==> config.mk <==
export PLATFORM = sky130hd
export DESIGN_NAME = keypad_emulator
export DESIGN_NICKNAME = d
export VERILOG_FILES = /design/src/rtl/keypad_emulator.sv
export SDC_FILE = /design/constraint.sdc
export NUM_CORES = 1
export LEC_CHECK = 0
export BUFFER_PORTS_ARGS = -buffer_cell sky130_fd_sc_hd__buf_2
export CAP_MARGIN = 5
export CORE_MARGIN = 2
export CORE_UTILIZATION = 54
export DETAILED_ROUTE_END_ITERATION = 10
export HOLD_SLACK_MARGIN = 0.08
export PLACE_DENSITY = 0.76
export SYNTH_ARGS = -nofsm -noshare
export SYNTH_HDL_FRONTEND = slang
export SYNTH_SLANG_ARGS = --single-unit
==> constraint.sdc <==
create_clock -name clk -period 2.4 [get_ports clk]
set_input_delay 0.48 -clock clk [delete_from_list [all_inputs] [get_ports clk]]
set_output_delay 0.48 -clock clk [all_outputs]
set_load 0.01 [all_outputs]
==> src/rtl/keypad_emulator.sv <==
// keypad_emulator: responder side of a 4x4 active-low matrix keypad scan.
// Queued key codes are pressed one at a time for HOLD_CYCLES, then released
// for GAP_CYCLES; while pressed, the key's row is pulled low whenever the
// decoder strobes its column.
// Optional contact chatter at press/release edges: define KEYPAD_EMU_BOUNCE_EN.
module keypad_emulator #(
  parameter int unsigned HOLD_CYCLES   = 1_000_000,
  parameter int unsigned GAP_CYCLES    = 1_000_000,
  parameter int unsigned FIFO_DEPTH    = 4,
  parameter int unsigned BOUNCE_CYCLES = 50_000,
  parameter int unsigned BOUNCE_PERIOD = 5_000
) (
  input  logic                          clk,
  input  logic                          rst_n,
  input  logic [3:0]                    key_in,
  input  logic                          key_valid,
  output logic                          key_ready,
  input  logic [3:0]                    col,
  output logic [3:0]                    row,
  output logic                          key_active,
  output logic [3:0]                    active_code,
  output logic                          press_done,
  output logic [$clog2(FIFO_DEPTH):0]   fifo_count,
  output logic                          busy
);

  localparam int unsigned PTR_W   = $clog2(FIFO_DEPTH);
  localparam int unsigned FCNT_W  = PTR_W + 1;
  localparam int unsigned MAX_HG  = (HOLD_CYCLES > GAP_CYCLES) ? HOLD_CYCLES : GAP_CYCLES;
  localparam int unsigned MAX_CYC = (MAX_HG > BOUNCE_CYCLES) ? MAX_HG : BOUNCE_CYCLES;
  localparam int unsigned CNT_W   = (MAX_CYC > 0) ? $clog2(MAX_CYC + 1) : 1;

  // Reject parameter sets the timing scheme cannot honour
  if (HOLD_CYCLES < 1 || GAP_CYCLES < 1 || FIFO_DEPTH < 2 || BOUNCE_PERIOD < 1 ||
      (FIFO_DEPTH & (FIFO_DEPTH - 1)) != 0) begin : g_bad_params
    $error("keypad_emulator: illegal parameter value");
  end

  typedef enum logic [1:0] {
    IDLE = 2'd0,
    HOLD = 2'd1,
    GAP  = 2'd2
  } state_t;

  state_t              state_q;
  logic [CNT_W-1:0]    cnt_q;
  logic                key_active_q;
  logic [3:0]          code_q;
  logic                press_done_q;
  logic                busy_q;
  logic                key_ready_q;
  logic [3:0]          row_q;

  logic [3:0]          mem_q [FIFO_DEPTH];
  logic [PTR_W-1:0]    wr_ptr_q;
  logic [PTR_W-1:0]    rd_ptr_q;
  logic [FCNT_W-1:0]   count_q;
  logic [FCNT_W-1:0]   count_d;
  logic                push_c;
  logic                pop_c;
  logic                press_c;
  logic [1:0]          kr_c;
  logic [1:0]          kc_c;

  assign push_c = key_valid && key_ready_q;
  assign pop_c  = (state_q == IDLE) && (count_q != '0);

  // Queue occupancy after this cycle's push/pop
  always_comb begin
    count_d = count_q;
    case ({push_c, pop_c})
      2'b10:   count_d = count_q + FCNT_W'(1);
      2'b01:   count_d = count_q - FCNT_W'(1);
      default: count_d = count_q;
    endcase
  end

  // Key-code storage; contents need no reset since occupancy gates reads
  always_ff @(posedge clk) begin
    if (push_c) begin
      mem_q[wr_ptr_q] <= key_in;
    end
  end

  // Queue pointers, occupancy and ready flag
  always_ff @(posedge clk or negedge rst_n) begin
    if (!rst_n) begin
      wr_ptr_q    <= '0;
      rd_ptr_q    <= '0;
      count_q     <= '0;
      key_ready_q <= 1'b1;
    end else begin
      if (push_c) wr_ptr_q <= wr_ptr_q + PTR_W'(1);
      if (pop_c)  rd_ptr_q <= rd_ptr_q + PTR_W'(1);
      count_q     <= count_d;
      key_ready_q <= (count_d < FCNT_W'(FIFO_DEPTH));
    end
  end

  // Press sequencer: pop -> hold -> release gap -> idle
  always_ff @(posedge clk or negedge rst_n) begin
    if (!rst_n) begin
      state_q      <= IDLE;
      cnt_q        <= '0;
      key_active_q <= 1'b0;
      code_q       <= 4'h0;
      press_done_q <= 1'b0;
      busy_q       <= 1'b0;
    end else begin
      press_done_q <= 1'b0;
      busy_q       <= 1'b1;
      case (state_q)
        IDLE: begin
          busy_q <= (count_d != '0);
          if (pop_c) begin
            state_q      <= HOLD;
            cnt_q        <= CNT_W'(HOLD_CYCLES - 1);
            code_q       <= mem_q[rd_ptr_q];
            key_active_q <= 1'b1;
            press_done_q <= (HOLD_CYCLES == 1);
            busy_q       <= 1'b1;
          end
        end
        HOLD: begin
          if (cnt_q == '0) begin
            state_q      <= GAP;
            cnt_q        <= CNT_W'(GAP_CYCLES - 1);
            key_active_q <= 1'b0;
          end else begin
            cnt_q        <= cnt_q - CNT_W'(1);
            press_done_q <= (cnt_q == CNT_W'(1));
          end
        end
        GAP: begin
          if (cnt_q == '0) begin
            state_q <= IDLE;
            busy_q  <= (count_d != '0);
          end else begin
            cnt_q <= cnt_q - CNT_W'(1);
          end
        end
        default: begin
          state_q      <= IDLE;
          key_active_q <= 1'b0;
        end
      endcase
    end
  end

`ifdef KEYPAD_EMU_BOUNCE_EN
  localparam int unsigned BPER_W = (BOUNCE_PERIOD > 1) ? $clog2(BOUNCE_PERIOD) : 1;
  localparam logic [CNT_W-1:0]  HOLD_WIN = CNT_W'(HOLD_CYCLES - BOUNCE_CYCLES);
  localparam logic [CNT_W-1:0]  GAP_WIN  = CNT_W'(GAP_CYCLES - BOUNCE_CYCLES);
  localparam logic [BPER_W-1:0] BPER_RELOAD = BPER_W'(BOUNCE_PERIOD - 1);

  logic              press_q;
  logic [BPER_W-1:0] bper_q;

  // Chattering contact: toggles every BOUNCE_PERIOD inside the edge windows
  always_ff @(posedge clk or negedge rst_n) begin
    if (!rst_n) begin
      press_q <= 1'b0;
      bper_q  <= '0;
    end else begin
      case (state_q)
        IDLE: begin
          press_q <= pop_c;
          bper_q  <= BPER_RELOAD;
        end
        HOLD: begin
          if (cnt_q == '0) begin
            press_q <= 1'b0;
            bper_q  <= BPER_RELOAD;
          end else if (cnt_q > HOLD_WIN) begin
            if (bper_q == '0) begin
              press_q <= ~press_q;
              bper_q  <= BPER_RELOAD;
            end else begin
              bper_q <= bper_q - BPER_W'(1);
            end
          end else begin
            press_q <= 1'b1;
          end
        end
        GAP: begin
          if (cnt_q > GAP_WIN) begin
            if (bper_q == '0) begin
              press_q <= ~press_q;
              bper_q  <= BPER_RELOAD;
            end else begin
              bper_q <= bper_q - BPER_W'(1);
            end
          end else begin
            press_q <= 1'b0;
          end
        end
        default: press_q <= 1'b0;
      endcase
    end
  end

  assign press_c = press_q;
`else
  assign press_c = key_active_q;
`endif

  // Fixed key map: code -> (row index, column index)
  always_comb begin
    kr_c = 2'd0;
    kc_c = 2'd0;
    case (code_q)
      4'h1: begin kr_c = 2'd3; kc_c = 2'd3; end
      4'h2: begin kr_c = 2'd3; kc_c = 2'd2; end
      4'h3: begin kr_c = 2'd3; kc_c = 2'd1; end
      4'hA: begin kr_c = 2'd3; kc_c = 2'd0; end
      4'h4: begin kr_c = 2'd2; kc_c = 2'd3; end
      4'h5: begin kr_c = 2'd2; kc_c = 2'd2; end
      4'h6: begin kr_c = 2'd2; kc_c = 2'd1; end
      4'hB: begin kr_c = 2'd2; kc_c = 2'd0; end
      4'h7: begin kr_c = 2'd1; kc_c = 2'd3; end
      4'h8: begin kr_c = 2'd1; kc_c = 2'd2; end
      4'h9: begin kr_c = 2'd1; kc_c = 2'd1; end
      4'hC: begin kr_c = 2'd1; kc_c = 2'd0; end
      4'h0: begin kr_c = 2'd0; kc_c = 2'd3; end
      4'hF: begin kr_c = 2'd0; kc_c = 2'd2; end
      4'hE: begin kr_c = 2'd0; kc_c = 2'd1; end
      default: begin kr_c = 2'd0; kc_c = 2'd0; end
    endcase
  end

  // Row return: pull the key's row low while its column is strobed
  always_ff @(posedge clk or negedge rst_n) begin
    if (!rst_n) begin
      row_q <= 4'hF;
    end else if (press_c && !col[kc_c]) begin
      row_q <= ~(4'b0001 << kr_c);
    end else begin
      row_q <= 4'hF;
    end
  end

  assign key_ready   = key_ready_q;
  assign row         = row_q;
  assign key_active  = key_active_q;
  assign active_code = code_q;
  assign press_done  = press_done_q;
  assign fifo_count  = count_q;
  assign busy        = busy_q;

endmodule

Word level (Yosys, flattened, before mapping)
Memories as Yosys holds them, arrays and structs flattened. A register that Yosys moved wholly into a read port is not among the register bits.
Cells that the tools add are included.
{"block": "totals", "memories": 2, "mem_bits_ro": 64, "in_bits": 11, "reg_bits": 37, "wordCells": 67, "mem_bits_rw": 16}
{"name": "(name not given)", "words": 16, "width": 4, "rd": 1, "rd_ports_with_merged_regs": 0, "write_ports": 0, "line_no": "211", "source": "case (code_q)"}
{"name": "mem_q", "words": 4, "width": 4, "rd": 1, "rd_ports_with_merged_regs": 1, "write_ports": 1, "line_no": "54", "source": "logic [3:0] mem_q [FIFO_DEPTH];"}
{"block": "classes", "n_mux": 22, "n_eq_ne": 9, "reduce_logical": 14, "n_bitwise": 2, "add_sub_neg": 5, "n_lt_le_gt_ge": 2, "shift": 1}
{"operator": "20-bit 2-to-1 mux", "count": 3}
{"operator": "20-bit case mux with 3 select lines", "count": 1}
{"operator": "20-bit by 1-bit == test with 1-bit output (second input constant)", "count": 1}
{"operator": "20-bit logical NOT", "count": 1}
{"operator": "20-bit by 1-bit subtractor with 20-bit output (second input constant)", "count": 1}
{"operator": "1-bit 2-to-1 mux", "count": 9}
{"operator": "3-bit AND reduction", "count": 3}
{"operator": "3-bit nonzero test", "count": 3}
{"operator": "2-bit inequality test (second input constant)", "count": 4}
{"operator": "2-bit 2-to-1 mux", "count": 3}
{"operator": "2-bit case mux with 3 select lines", "count": 1}
{"operator": "3-bit case mux with 2 select lines", "count": 1}
{"operator": "2-bit by 1-bit adder with 2-bit output (second input constant)", "count": 2}
{"operator": "2-bit by 1-bit == test with 1-bit output (second input constant)", "count": 2}
{"operator": "2-bit == test (second input constant)", "count": 2}
{"operator": "4-bit 2-to-1 mux", "count": 1}
{"operator": "4-bit NOT", "count": 1}
{"operator": "1-bit by 2-bit left shift with 4-bit output (first input constant)", "count": 1}
{"operator": "3-bit by 1-bit adder with 3-bit output (second input constant)", "count": 1}
{"operator": "1-bit logical AND", "count": 3}
{"operator": "2-bit by 3-bit less-than comparator with 1-bit output (second input constant)", "count": 1}
{"operator": "3-bit less-than comparator (second input constant)", "count": 1}
{"operator": "1-bit case mux with 3 select lines", "count": 1}
{"operator": "3-bit by 1-bit subtractor with 3-bit output (second input constant)", "count": 1}
{"operator": "6 further kinds", "count": 7}

Depth between registers and ports, before layout
{"block": "logic_depth", "word_depth": 7, "ltp_mapped": 11}

Least setup slack after synthesis
Ideal clock, no wire load.
{"block": "synth_timing", "path_kind": "register to register", "start": "register count_q[0] (netlist: fifo_count[0])", "end": "register busy_q (netlist: busy)", "path_buffers": 0, "path_stages_with_launch": 10, "t_required_ns": 2.232, "period_less_slack_ns": 2.396, "setup_time_ns": 0.168, "t_arrival_ns": 2.228, "slack_ns": 0.004, "cell_sequence": "dfrtp_1 -> o31ai_1 -> inv_1 -> ha_1 -> inv_1 -> fa_1 -> xor2_1 -> nor2_1 -> xnor2_1 -> nand4_1"}
{"block": "synth_between", "elab_chain_cells": 7, "elab_cells_between_ends": 11, "cone_classes": "2 x add/sub; 2 x eq/ne; 4 x mux; 3 x reduce/logical"}
{"element": "start, declared", "line_no": "57", "source": "logic [FCNT_W-1:0] count_q;"}
{"element": "start signal, assigned", "line_no": "95", "source": "count_q <= count_d;"}
{"element": "branches (longest 6 deep; another with 3-bit by 1-bit subtractor with 3-bit output)"}
{"element": "1-bit case mux with 2 select lines (*)", "line_no": "112", "source": "case (state_q)"}
{"element": "end signal, assigned", "line_no": "114", "source": "busy_q <= (count_d != '0);"}
{"element": "end signal, assigned", "line_no": "137", "source": "busy_q <= (count_d != '0);"}
{"element": "end, declared", "line_no": "50", "source": "logic busy_q;"}
Mark *: on every way between the ends.
A chain may end at the register's enable or synchronous reset.

Worst setup path in the final report
{"block": "layout_timing", "start": "register state_q[1]", "end": "register busy_q (netlist: busy)"}
{"block": "layout_between", "elab_chain_cells": 7, "elab_cells_between_ends": 10, "cone_classes": "3 x eq/ne; 4 x mux; 3 x reduce/logical"}
{"element": "start, declared", "line_no": "45", "source": "state_t state_q;"}
{"element": "start signal, assigned", "line_no": "103", "source": "state_q <= IDLE;"}
{"element": "start signal, assigned", "line_no": "116", "source": "state_q <= HOLD;"}
{"element": "start signal, assigned", "line_no": "126", "source": "state_q <= GAP;"}
{"element": "2-bit logical NOT", "line_no": "66, 112"}
{"element": "1-bit logical AND", "line_no": "66", "source": "assign pop_c = (state_q == IDLE) && (count_q != '0);"}
{"element": "2-bit by 1-bit == test with 1-bit output or 2-bit == test (tied branches)", "line_no": "71", "source": "case ({push_c, pop_c})"}
{"element": "3-bit case mux with 2 select lines", "line_no": "71"}
{"element": "3-bit nonzero test", "line_no": "114, 137"}
{"element": "1-bit 2-to-1 mux, on equally long branches", "line_no": "135, 115"}
{"element": "1-bit case mux with 2 select lines (*)", "line_no": "112"}
Every way passes the cells marked *; elsewhere a longest branch is shown, timed or not.

==> metrics.cfg <==
[placed_design]
placed_area_mm2=0.00335
dp_hpwl_um=4490
gp_congestion=0.853
portBuffers=25

[yosys]
syn_area_mm2=0.00308
synth_top_cell_area_share=0.293
synth_top_flop_cell=dfrtp_1
yosysTopAreaCell=dfrtp_1
ys_types=58
ys_async_sr_fraction=0.719
synth-warning-count=0
yosys-top-cells-count=36 x dfrtp_1, 28 x nand2_1, 21 x nor2_1
yosysMostFrequentCell=dfrtp_1
synth_edf_count=16
synth.ff_latch_count=57
syn_nets=317
synth-seq-area-share=0.492
syn_avg_cell_area_um2=10.5
synth_area_leaders=dfrtp_1 29%, edfxtp_1 16%, ha_1 4.9%
synthCells=293

[power]
power_leakage_nw=1.51
powerDensity_mw_per_mm2=1320
ir_drop_mv=0.859

[global_routing]
grt_pass1_vias=2264
antenna_found_initial=0
grt_pass1_wl_um=10500
overflow=0
grt_usage=0.218
grt_max_degree=19

[die]
die_y_um=79.5
io_pins=26
die_w_um=79.5
core_area_mm2=0.00551
start_util=0.559
die_area_mm2=0.00631
rows=27

[status]
status=finished clean

[sta]
worst_pin_slew_ps=549
fmax_mhz=445
layout_min_cycle_time_ps=2250
drv_slew=0
maxSlewHeadroom=0.631
whs_ps=352
fin_skew_ps=6.26
period_share=0.936
setup_viol=0
hold_viol=0

[clocking]
post_cts.repair.setup_buffers=0
clock_sinks=57
ctsRootBufferMaster=clkbuf_8
clockBufferDepth=2
h-tree-depth=3
clk_pin_slew_ps=70
cts_made_buffers=9
cts_tree=built
clkLatencyLatePin_ps=340

[hold_path]
min-delay-start=key_in[0]
holdCritPathClass=in2reg
hold_depth=1
min_to=mem_q[0][0]$_DFFE_PP_

[critical_path]
crit_type=reg2reg
worst_setup_path_end_kind=flop
path_max_fanout=4
cp.required_ps=2610
start_kind=flop
reg2regPathDepth=11
rr_startpoint=state_q[1]$_DFFE_PN0P_
r2r-end=busy$_DFF_PN0_
ff2ff_setup_slack_ps=150
crit_arrival_ps=2460

[finish]
nFillCells=437
fin_util=0.648
final_cell_area_mm2=0.00357
area_growth_pct=16.0
regArea_mm2=0.00151
nets=357
multi_input_area_mm2=0.00144
layout-drive-gt1-share=0.237
antenna_cells=0

[detailed_routing]
drt_iter0_drc=180
drt_wl_total_um=6230
antenna_left=0
wire_per_inst_um=15.2
drc=0
firstDrtPassIters=4
vias=2407
viasPerCell=5.87

[job]
drv_cap=0

[per-layer routing]
| metal | vias up | GRT usage | wire length [um] |
|---|---|---|---|
| li1 | 1173 | - | - |
| met1 | 1150 | 0.309 | 3050 |
| met2 | 72 | 0.308 | 2710 |
| met3 | 12 | 0.0486 | 361 |
| met4 | 0 | 0.126 | 108 |
| met5 | - | 0 | 0 |
[worst max path at each step]
| stage | to | from | slack [ps] | depth (start not counted) |
|---|---|---|---|---|
| after floorplan | busy$_DFF_PN0_ | fifo_count[0]$_DFF_PN0_ | 4 | 9 |
| after global placement | busy$_DFF_PN0_ | state_q[1]$_DFFE_PN0P_ | 190 | 11 |
| after detailed placement | busy$_DFF_PN0_ | state_q[1]$_DFFE_PN0P_ | 150 | 11 |
| after CTS | busy$_DFF_PN0_ | state_q[1]$_DFFE_PN0P_ | 130 | 11 |
| after global routing | busy$_DFF_PN0_ | state_q[1]$_DFFE_PN0P_ | -10 | 11 |
| final | busy$_DFF_PN0_ | state_q[1]$_DFFE_PN0P_ | 150 | 11 |
[power breakdown]
group | leakage (nW) | internal, W | switching (W)
clock | 0.0970 | 0.000504 | 0.000380
combinational | 0.784 | 0.000994 | 0.00109
sequential | 0.634 | 0.00134 | 0.000403
total | 1.51 | 0.00284 | 0.00187
[worst max-delay path, stage by stage (launching register included)]
cell	delay (ps)
dfrtp_1	430
inv_1	110
ha_2	210
o31ai_1	90
inv_1	100
ha_1	190
inv_1	60
fa_1	370
xor2_1	150
nor2_1	150
xnor2_2	150
nand4_1	110
[layout by cell type, fill, tap and decap left out, types with 3 or more instances in the layout]
master,n
a21oi_1,16
a31oi_1,9
and3_1,4
buf_2,25
buf_4,18
clkbuf_8,10
dfrtp_1,36
dfstp_2,5
edfxtp_1,16
ha_1,11
inv_1,16
mux4_2,4
nand2_1,28
nand3_1,3
nand4_1,5
nor2_1,21
nor3_1,15
nor4_1,12
o21a_1,5
o21ai_0,9
o22a_1,4
or2_2,4
or4_1,3
xnor2_1,5
[flip-flops by register name, indices dropped and copies added (netlist names), 2 cells and up]
register,flops
row,4
cnt_q,20
state_q,2
rd_ptr_q,2
active_code,4
fifo_count,3
wr_ptr_q,2
mem_q,16
[through the flow]
| step | setup TNS (ps) | instances | power, W | setup slack, ps |
|---|---|---|---|---|
| 2_1_floorplan | 0 | 293 | 0.00322 | 4.07 |
| 3_3_place_gp | 0 | 393 | 0.00374 | 192 |
| 3_5_place_dp | 0 | 393 | 0.00381 | 150 |
| 4_1_cts | 0 | 410 | 0.00470 | 127 |
| 5_1_grt | -11.0 | 410 | 0.00509 | -11.0 |
| 6_report | 0 | 410 | 0.00471 | 153 |
[area by class of cell]
class | count | share of cell area
well taps | 72 | 0.0253
clock inverters | 5 | 0.0154
repair buffers | 44 | 0.0758
clock buffers | 11 | 0.0396
multi-input cells | 205 | 0.403
inverters | 16 | 0.0168
flip-flops and latches | 57 | 0.424
[cell families (layout without fill, tap and decap cells)]
group | after synthesis | count (layout) | synth area share
compound gates | 66 | 66 | 0.150
fa+ha+maj | 13 | 13 | 0.0553
simple gates | 109 | 109 | 0.190
xor+xnor | 8 | 8 | 0.0228
mux | 9 | 9 | 0.0468
flops | 57 | 57 | 0.492
buf+inv | 31 | 76 | 0.0439
[repair_timing]
item	4_1_cts	5_1_grt
setup endpoints to repair	0	2
hold buffers	1	0
endpoints found under the hold margin	7	0
resized for setup	0	2
Power figures use the tool's default switching activity.
